$ cat src/rtl/div_unit_pkg.sv
// Shared divider definitions: divsel encodings, FSM state type and the
// conditional two's-complement helper used for |x| and sign fix-up.
package riscv_pkg;

    // divsel encodings issued by decode; any other code is ignored by the divider
    localparam logic [2:0] DIV_DIV  = 3'b001;
    localparam logic [2:0] DIV_DIVU = 3'b010;
    localparam logic [2:0] DIV_REM  = 3'b011;
    localparam logic [2:0] DIV_REMU = 3'b100;

    typedef enum logic [1:0] {
        IDLE,
        CALC,
        FIX,
        DONE
    } div_state_t;

    // Helper width; callers zero-extend into it and truncate the result, so it
    // serves any XLEN up to 64 (negation wraps correctly in the low bits).
    localparam int unsigned NEG_W = 64;

    // Two's-complement negate (~x+1, wrapping) when en is set, pass-through otherwise.
    function automatic logic [NEG_W-1:0] cond_neg(input logic [NEG_W-1:0] x, input logic en);
        logic [NEG_W-1:0] one;
        one = {{(NEG_W-1){1'b0}}, 1'b1};
        return en ? (~x + one) : x;
    endfunction

endpackage

$ cat src/rtl/div_unit_if.sv
// Issue/result bundle between the EX stage (master) and the divider (slave).
interface div_unit_if
    import riscv_pkg::*;
#(
    parameter int unsigned XLEN = 32
);
    logic            start;
    logic [2:0]      divsel;
    logic [XLEN-1:0] rs1_val;
    logic [XLEN-1:0] rs2_val;
    logic            flush;
    logic            ready;
    logic            busy;
    logic            done;
    logic [XLEN-1:0] result;

    modport master (
        output start, divsel, rs1_val, rs2_val, flush,
        input  ready, busy, done, result
    );

    modport slave (
        input  start, divsel, rs1_val, rs2_val, flush,
        output ready, busy, done, result
    );
endinterface

$ cat src/rtl/div_unit.sv
// Iterative restoring radix-2 divider for RV32M DIV/DIVU/REM/REMU.
// One quotient bit per cycle; divide-by-zero and signed overflow finish in the
// accept cycle. done and result are flops; ready/busy decode the state register.
module div_unit
    import riscv_pkg::*;
#(
    parameter int unsigned XLEN = 32
) (
    input logic        clk,
    input logic        rst_n,
    div_unit_if.slave  bus
);
    localparam int unsigned CNT_W = $clog2(XLEN + 1);
    localparam logic [XLEN-1:0] MIN_NEG = {1'b1, {(XLEN-1){1'b0}}};

    div_state_t       state_q;
    logic [2:0]       op_q;
    logic [XLEN-1:0]  quo_q;
    logic [XLEN-1:0]  rem_q;
    logic [XLEN-1:0]  dvs_q;
    logic             sign_quo_q;
    logic             sign_rem_q;
    logic [CNT_W-1:0] cnt_q;
    logic             done_q;
    logic [XLEN-1:0]  result_q;

    logic             op_valid;
    logic             is_signed_in;
    logic             is_rem_in;
    logic             rs1_neg;
    logic             rs2_neg;
    logic [XLEN-1:0]  abs1;
    logic [XLEN-1:0]  abs2;
    logic             div_zero;
    logic             ovf;
    logic             special;
    logic [XLEN-1:0]  special_res;

    logic             op_rem;
    logic [XLEN:0]    rem_sh;
    logic [XLEN-1:0]  rem_nx;
    logic [XLEN-1:0]  quo_nx;
    logic [XLEN-1:0]  q_fin;
    logic [XLEN-1:0]  r_fin;
    logic [XLEN-1:0]  fix_res;

    // Decode the incoming request and resolve the single-cycle special cases.
    always_comb begin
        op_valid     = 1'b0;
        is_signed_in = 1'b0;
        is_rem_in    = 1'b0;
        case (bus.divsel)
            DIV_DIV:  begin op_valid = 1'b1; is_signed_in = 1'b1; end
            DIV_DIVU: begin op_valid = 1'b1; end
            DIV_REM:  begin op_valid = 1'b1; is_signed_in = 1'b1; is_rem_in = 1'b1; end
            DIV_REMU: begin op_valid = 1'b1; is_rem_in = 1'b1; end
            default:  ;
        endcase
        rs1_neg  = is_signed_in & bus.rs1_val[XLEN-1];
        rs2_neg  = is_signed_in & bus.rs2_val[XLEN-1];
        abs1     = XLEN'(cond_neg(NEG_W'(bus.rs1_val), rs1_neg));
        abs2     = XLEN'(cond_neg(NEG_W'(bus.rs2_val), rs2_neg));
        div_zero = (bus.rs2_val == '0);
        ovf      = is_signed_in && (bus.rs1_val == MIN_NEG) && (bus.rs2_val == '1);
        special  = div_zero | ovf;
        // Zero divisor: q = -1, r = dividend. Overflow: q = dividend, r = 0.
        if (div_zero) begin
            special_res = is_rem_in ? bus.rs1_val : '1;
        end else if (is_rem_in) begin
            special_res = '0;
        end else begin
            special_res = bus.rs1_val;
        end
    end

    // One restoring step on {rem,quo} plus the sign fix-up applied in FIX.
    always_comb begin
        op_rem = (op_q == DIV_REM) || (op_q == DIV_REMU);
        rem_sh = {rem_q, quo_q[XLEN-1]};
        if (rem_sh >= {1'b0, dvs_q}) begin
            // Difference is below the divisor, so it always fits in XLEN bits.
            rem_nx = rem_sh[XLEN-1:0] - dvs_q;
            quo_nx = {quo_q[XLEN-2:0], 1'b1};
        end else begin
            rem_nx = rem_sh[XLEN-1:0];
            quo_nx = {quo_q[XLEN-2:0], 1'b0};
        end
        // Sign flags are only ever set for signed ops.
        q_fin   = XLEN'(cond_neg(NEG_W'(quo_q), sign_quo_q));
        r_fin   = XLEN'(cond_neg(NEG_W'(rem_q), sign_rem_q));
        fix_res = op_rem ? r_fin : q_fin;
    end

    // Control FSM with registered done/result; flush overrides everything but reset.
    always_ff @(posedge clk or negedge rst_n) begin
        if (!rst_n) begin
            state_q    <= IDLE;
            op_q       <= '0;
            quo_q      <= '0;
            rem_q      <= '0;
            dvs_q      <= '0;
            sign_quo_q <= 1'b0;
            sign_rem_q <= 1'b0;
            cnt_q      <= '0;
            done_q     <= 1'b0;
            result_q   <= '0;
        end else if (bus.flush) begin
            state_q <= IDLE;
            done_q  <= 1'b0;
        end else begin
            unique case (state_q)
                IDLE: begin
                    done_q <= 1'b0;
                    if (bus.start && op_valid) begin
                        op_q       <= bus.divsel;
                        quo_q      <= abs1;
                        rem_q      <= '0;
                        dvs_q      <= abs2;
                        sign_quo_q <= rs1_neg ^ rs2_neg;
                        sign_rem_q <= rs1_neg;
                        cnt_q      <= CNT_W'(XLEN);
                        if (special) begin
                            result_q <= special_res;
                            done_q   <= 1'b1;
                            state_q  <= DONE;
                        end else begin
                            state_q  <= CALC;
                        end
                    end
                end
                CALC: begin
                    rem_q <= rem_nx;
                    quo_q <= quo_nx;
                    cnt_q <= cnt_q - CNT_W'(1);
                    if (cnt_q == CNT_W'(1)) begin
                        state_q <= FIX;
                    end
                end
                FIX: begin
                    result_q <= fix_res;
                    done_q   <= 1'b1;
                    state_q  <= DONE;
                end
                DONE: begin
                    done_q  <= 1'b0;
                    state_q <= IDLE;
                end
            endcase
        end
    end

    assign bus.ready  = (state_q == IDLE);
    assign bus.busy   = (state_q != IDLE);
    assign bus.done   = done_q;
    assign bus.result = result_q;

endmodule
$ cat src/flat_wrapper.sv
// flat-port wrapper written by rule: the top's interface ports become plain ports
module div_unit_flat import riscv_pkg::*;
#(
    parameter int unsigned XLEN = 32
)
  (clk, rst_n, bus_start, bus_divsel, bus_rs1_val, bus_rs2_val, bus_flush, bus_ready, bus_busy, bus_done, bus_result);
  div_unit_if #(.XLEN(XLEN)) bus_i ();
  input logic clk;
  input logic rst_n;
  input wire logic [$bits(bus_i.start)-1:0] bus_start;
  input wire logic [$bits(bus_i.divsel)-1:0] bus_divsel;
  input wire logic [$bits(bus_i.rs1_val)-1:0] bus_rs1_val;
  input wire logic [$bits(bus_i.rs2_val)-1:0] bus_rs2_val;
  input wire logic [$bits(bus_i.flush)-1:0] bus_flush;
  output wire logic [$bits(bus_i.ready)-1:0] bus_ready;
  output wire logic [$bits(bus_i.busy)-1:0] bus_busy;
  output wire logic [$bits(bus_i.done)-1:0] bus_done;
  output wire logic [$bits(bus_i.result)-1:0] bus_result;
  assign bus_i.start = bus_start;
  assign bus_i.divsel = bus_divsel;
  assign bus_i.rs1_val = bus_rs1_val;
  assign bus_i.rs2_val = bus_rs2_val;
  assign bus_i.flush = bus_flush;
  assign bus_ready = bus_i.ready;
  assign bus_busy = bus_i.busy;
  assign bus_done = bus_i.done;
  assign bus_result = bus_i.result;
  div_unit #(.XLEN(XLEN)) u_core (.clk(clk), .rst_n(rst_n), .bus(bus_i));
endmodule
$ cat config.mk
export PLATFORM = sky130hd
export DESIGN_NAME = div_unit_flat
export DESIGN_NICKNAME = d
export VERILOG_FILES = /design/src/rtl/div_unit_pkg.sv /design/src/rtl/div_unit_if.sv /design/src/rtl/div_unit.sv /design/src/flat_wrapper.sv
export SDC_FILE = /design/constraint.sdc
export NUM_CORES = 1
export LEC_CHECK = 0
export ABC_AREA = 1
export CORE_MARGIN = 3
export CORE_UTILIZATION = 60
export CTS_BUF_LIST = sky130_fd_sc_hd__clkbuf_4
export CTS_CLUSTER_DIAMETER = 80
export DETAILED_ROUTE_END_ITERATION = 7
export PLACE_DENSITY_LB_ADDON = 0.25
export SKIP_LAST_GASP = 1
export SLEW_MARGIN = 30
export SYNTH_ARGS = -nofsm -noshare
export SYNTH_HDL_FRONTEND = slang
export SYNTH_SLANG_ARGS = --single-unit
$ cat constraint.sdc
create_clock -name clk -period 6.3 [get_ports clk]
set_input_delay 0.63 -clock clk [delete_from_list [all_inputs] [get_ports clk]]
set_output_delay 0.63 -clock clk [all_outputs]
set_load 0.02 [all_outputs]
# [After elaboration in Yosys (flattened, before gate mapping)]
# Cells that the tools add are included.
[word_totals] regBits=142 input_bits=71 out_inout_bits=35 elab_cells=90
[op_classes] addsub=6 n_lt_le_gt_ge=1 eq_ne=16 n_mux=31 n_bitwise=9 reduce_logical=17
[ops] op="two-way mux 32 bit" n=13
[ops] op="one-hot mux 32 bit (2 select lines)" n=3
[ops] op="adder 32 x 1 -> 32 bit (second input constant)" n=4
[ops] op="NOT 32 bit" n=4
[ops] op="== test 32 bit (second input constant)" n=2
[ops] op="greater-or-equal comparator 33 x 32 -> 1 bit" n=1
[ops] op="zero test 32 bit" n=1
[ops] op="subtractor 32 bit" n=1
[ops] op="one-hot mux 6 bit (2 select lines)" n=1
[ops] op="== test 3 x 2 -> 1 bit (second input constant)" n=3
[ops] op="two-way mux 2 bit" n=4
[ops] op="one-hot mux 2 bit (4 select lines)" n=1
[ops] op="two-way mux 1 bit" n=7
[ops] op="== test 3 bit (second input constant)" n=2
[ops] op="== test 6 x 1 -> 1 bit (second input constant)" n=1
[ops] op="two-way mux 6 bit" n=1
[ops] op="inequality test 3 x 2 -> 1 bit (second input constant)" n=2
[ops] op="AND reduction 3 bit" n=2
[ops] op="nonzero test 2 bit" n=3
[ops] op="subtractor 6 x 1 -> 6 bit (second input constant)" n=1
[ops] op="== test 2 bit (second input constant)" n=2
[ops] op="inequality test 2 x 1 -> 1 bit (second input constant)" n=2
[ops] op="AND reduction 4 bit" n=1
[ops] op="nonzero test 4 bit" n=1
[ops] op="other kinds (13)" n=17

# [Logic depth before layout (Yosys ltp)]
[logic_depth] depth_word=10 depth_mapped=17 depth_no_buf=16

# [Least setup slack after synthesis]
# OpenSTA, ideal clock, no wires.
[synth_timing] path_type="input to register" from="input bus_rs2_val[0]" to="register u_core.result_q[19] (netlist: u_core.bus.result[19])" setup_time_ps=118 arrival_time_ps=1934 required_ps=6182 path_slack_ps=4249 path_stages=13 path_buffers=2 path_cell_list="inv_1 > ha_1 > nand3_1 > nor2_1 > nand2_1 > nor2_4 > inv_2 > nand3_2 > nand2_2 > buf_6 > buf_6 > nand2_1 > nand2_1"
[synth_via] elab_chain_cells=5 elab_cells_between_ends=10 cone_classes="2 x eq/ne; 4 x mux; 1 x bitwise; 3 x reduce/logical"
[synth_rtl] item="start: declaration" line_no="flat_wrapper.sv:13" rtl="input wire logic [$bits(bus_i.rs2_val)-1:0] bus_rs2_val;"
[synth_rtl] item="== test 32 bit / zero test 32 bit (equally long branches)" line_no="div_unit.sv:64, div_unit.sv:63"
[synth_rtl] item="logical AND 1 bit / two-way mux 32 bit (equally long branches)" line_no="div_unit.sv:64, div_unit.sv:67"
[synth_rtl] item="bitwise OR 1 bit / two-way mux 32 bit (equally long branches)" line_no="div_unit.sv:65, div_unit.sv:122"
[synth_rtl] item="inequality test 2 x 1 -> 1 bit (no source line) / two-way mux 32 bit (equally long branches)"
[synth_rtl] item="AND reduction 4 bit (no source line) / one-hot mux 32 bit (2 select lines) (equally long branches)"
[synth_rtl] item="end signal: assignment" line_no="div_unit.sv:123" rtl="result_q <= special_res;"
[synth_rtl] item="end signal: assignment" line_no="div_unit.sv:140" rtl="result_q <= fix_res;"
[synth_rtl] item="end: declaration" line_no="div_unit.sv:25" rtl="logic [XLEN-1:0] result_q;"
# Several ways; a longest one is shown, not always the timed one. The select of a mux whose other input is x is not followed.
# A chain may end at the register's enable or synchronous reset.

# [Final worst setup path]
[layout_timing] from="input bus_rs2_val[0]" to="register u_core.result_q[20] (netlist: u_core.bus.result[20])"
# The elaborated chain is that of the path after synthesis.

==> results.yml <==
route:
  viasPerCell: 5.89
  wl_met3_um: 3770
  dr_wl_met2_um: 19200
  route.detailed.drc: 2
  highest_layer: "met4"
  wl_met1_um: 18500
  antenna_left: 0
  wl_per_cell_um: 16.6
  drt_iter0_drc: 1870
  via_count: 15200
  first_pass_iters: 8
  wirelength_um: 42900
sta:
  period_share_pct: 57.5
  skew_ns: 0.0340
  finalWorstSetupSlack_ns: 2.68
  slew_viol_final: 0
  grt_setup_unrepaired: "false"
  max_freq_ghz: 0.276
  max-slew-margin-rel_pct: 34.3
  hold_viol_final: 0
  fin_crit_ns: 3.62
  setup_tns_ns: 0
  setup_violations: 0
  worst_pin_slew_ns: 0.979
final_layout:
  area_growth_pct: 9.94
  nNetsFinal: 2401
  fillers: 2114
  multi_input_area_um2: 8420
  drive_above_1_share_pct: 3.57
  final_common_cell: "nand2_1"
  final_cell_mix: "nand2_1, nand3_1, inv_1"
  seqCellArea_um2: 3550
power:
  power_density_nw_per_um2: 443
  power_switching_uw: 3680
  pwr-share-seq_pct: 24.9
  clockPowerShare_pct: 9.1
  pwr-share-comb_pct: 66.0
  p_total_uw: 6520
  power_leakage_uw: 0.00754
  p_int_uw: 2840
  swShare_pct: 56.4
  peakVddDrop_uv: 515
setup_path:
  crit_chain: "clkdlybuf4s50_1 -> inv_1 -> ha_1 -> nand3_1 -> nor2_1 -> nand2_1 -> nor2_4 -> inv_2 -> nand3_2 -> nand2_2 -> clkinv_2 -> nor2_1 -> a21oi_1"
  path_class: "input port to flop"
  cp_num_cells: 13
  max_stage_delay_ns: 0.67
  reg2reg_depth: 11
  crit_family: "simple AND/OR/NAND/NOR gates"
  crit_slowest_cell: "nor2_4"
  end_kind: "flop"
  crit_top_cell: "nor2_1"
  critPathLaunchType: "input port"
  worst-path-buf-inv: 4
  cp_data_required_time_ns: 6.82
  arrival_ns: 4.14
  cp_max_fo: 46
synthesis:
  async_flop_share_pct: 100
  synth_area_leaders: "dfrtp_1, nand2_1, nand3_1"
  synth_area_um2: 13400
  syn-mean-instance-area_um2: 5.99
  syn_inst: 2235
  yosysTopAreaCell: "dfrtp_1"
  ys_seq_elements: 142
  synth_top_area_share_pct: 26.5
  ys.warnings.count: 0
  synthesis.nets: 2349
  synth_edf_count: 0
  yosysUniqueCellTypes: 51
  ys.flop_type: "dfrtp_1"
  seq_area_frac_synth_pct: 26.5
status:
  outcome: "finished, violations left"
  violations: "DRC"
floorplanning:
  start_util_pct: 61.2
  io_pins: 106
  fp-row-count: 54
  dieArea_um2: 24200
  die_y_um: 155
  die_w_um: 155
  placeableCoreArea_um2: 21900
clock_network:
  postCtsSetupBuffers: 0
  insertion_delay_ns: 0.59
  clockRootBuffer: "clkbuf_4"
  cts_tree: "yes"
  cts_max_level: 4
  cts_resized: 0
  cts_max_path_buffers: 2
  cts_hold_buffers: 0
  cts_buffers: 17
  clkTransAtPathRegs_ns: 0.15
  cts_sinks: 142
grt:
  grt_start_max_net_pins: 73
  grt_pass1_wl_um: 68300
  grt_pass1_vias: 13600
  grt_overflow: 0
  grt_antenna_before_repair: 1
  grtUsageTotal_pct: 34.9
flow_run:
  maxCapViolations: 0
placement:
  dp_hpwl_um: 33400
  io_buffers: 105
  place_congestion: 1.01
  pre_cts_ws_ns: 2.15
worst_hold_path:
  min_path_type: "input port to async pin"
layer usage:
| metal | GRT usage, % | vias up |
|---|---|---|
| li1 | - | 7373 |
| met1 | 50.5 | 6968 |
| met2 | 54.3 | 767 |
| met3 | 4.09 | 99 |
| met4 | 11.9 | 0 |
| met5 | 0 | - |
layout make-up:
cell class,count,share of cell area (%)
multi-input combinational,1741,57.2
sequential,142,24.1
timing repair buffer,111,7.48
inverter,274,6.99
tap,280,2.38
clock inverter,15,0.951
clock buffer,17,0.866
antenna,1,0.0170
metrics by stage:
stage          cell area [um2]  hold slack, ns  cells  utilization [%]
2_1_floorplan            13400           0.334   2235                -
3_3_place_gp             14400           0.466   2548             66.0
3_5_place_dp             14400           0.466   2548             66.0
4_1_cts                  14700          0.0513   2580             67.2
5_1_grt                  14700          0.0838   2581             67.3
6_report                 14700          0.0430   2581             67.3
power by group through the flow:
stage          Clock (uW)  Combinational (uW)  Sequential (uW)
2_1_floorplan           0                3040             1600
3_3_place_gp            0                4100             1620
3_5_place_dp            0                4210             1630
4_1_cts               602                4230             1610
5_1_grt               644                4780             1670
6_report              591                4310             1630
cells by family after synthesis:
group / share of synthesized area, %
DFF: 26.5
buffers and inverters: 10.6
and+or+nand+nor: 41.1
adders and majority gates: 4.07
AOI/OAI and AO/OA: 14.0
xor gates and xnor gates: 3.66
synth_stat cells, types with 2 or more instances:
| cell | number |
|---|---|
| and2_1 | 3 |
| nor2_2 | 8 |
| nor3_1 | 21 |
| nor3b_1 | 2 |
| nor2_1 | 218 |
| buf_1 | 8 |
| nand3_2 | 3 |
| o21bai_1 | 7 |
| o21ai_1 | 30 |
| buf_4 | 6 |
| nand2_2 | 7 |
| clkinv_1 | 4 |
| xnor2_1 | 18 |
| nand3_1 | 291 |
| ha_1 | 42 |
| buf_2 | 29 |
| a22oi_1 | 3 |
| nand4_1 | 42 |
| dfrtp_1 | 142 |
| o21a_1 | 3 |
| nand2_1 | 679 |
| clkbuf_1 | 29 |
| o21ai_2 | 3 |
| o21ai_0 | 174 |
| inv_1 | 263 |
| or2_2 | 5 |
| buf_6 | 6 |
| o211ai_1 | 15 |
| o22ai_1 | 3 |
| xor2_1 | 38 |
| nand3b_1 | 6 |
| a31oi_1 | 2 |
| o221ai_1 | 2 |
| a21oi_1 | 99 |
| nor2_4 | 3 |
| inv_2 | 6 |
flip-flops by register name, summed over array words and instances (netlist names):
signal	flops
u_core.dvs_q	32
u_core.bus.done	1
u_core.sign_rem_q	1
u_core.rem_q	32
u_core.op_q	3
u_core.sign_quo_q	1
u_core.quo_q	32
u_core.state_q	2
u_core.cnt_q	6
u_core.bus.result	32
worst paths after layout:
| path | startpoint | slack [ns] | end |
|---|---|---|---|
| max in group asynchronous | rst_n | 5.14 | u_core.sign_quo_q$_DFFE_PN0P_ |
| min in group clk | u_core.bus.result[28]$_DFFE_PN0P_ | 0.50 | u_core.bus.result[28]$_DFFE_PN0P_ |
| max reg2reg | u_core.dvs_q[28]$_DFFE_PN0P_ | 3.11 | u_core.rem_q[22]$_DFFE_PN0P_ |
| min reg2reg | u_core.bus.result[28]$_DFFE_PN0P_ | 0.50 | u_core.bus.result[28]$_DFFE_PN0P_ |
| min | rst_n | 0.04 | u_core.rem_q[27]$_DFFE_PN0P_ |
| max | bus_rs2_val[0] | 2.68 | u_core.bus.result[20]$_DFFE_PN0P_ |
No activity file was read; power rests on OpenSTA's default activity.
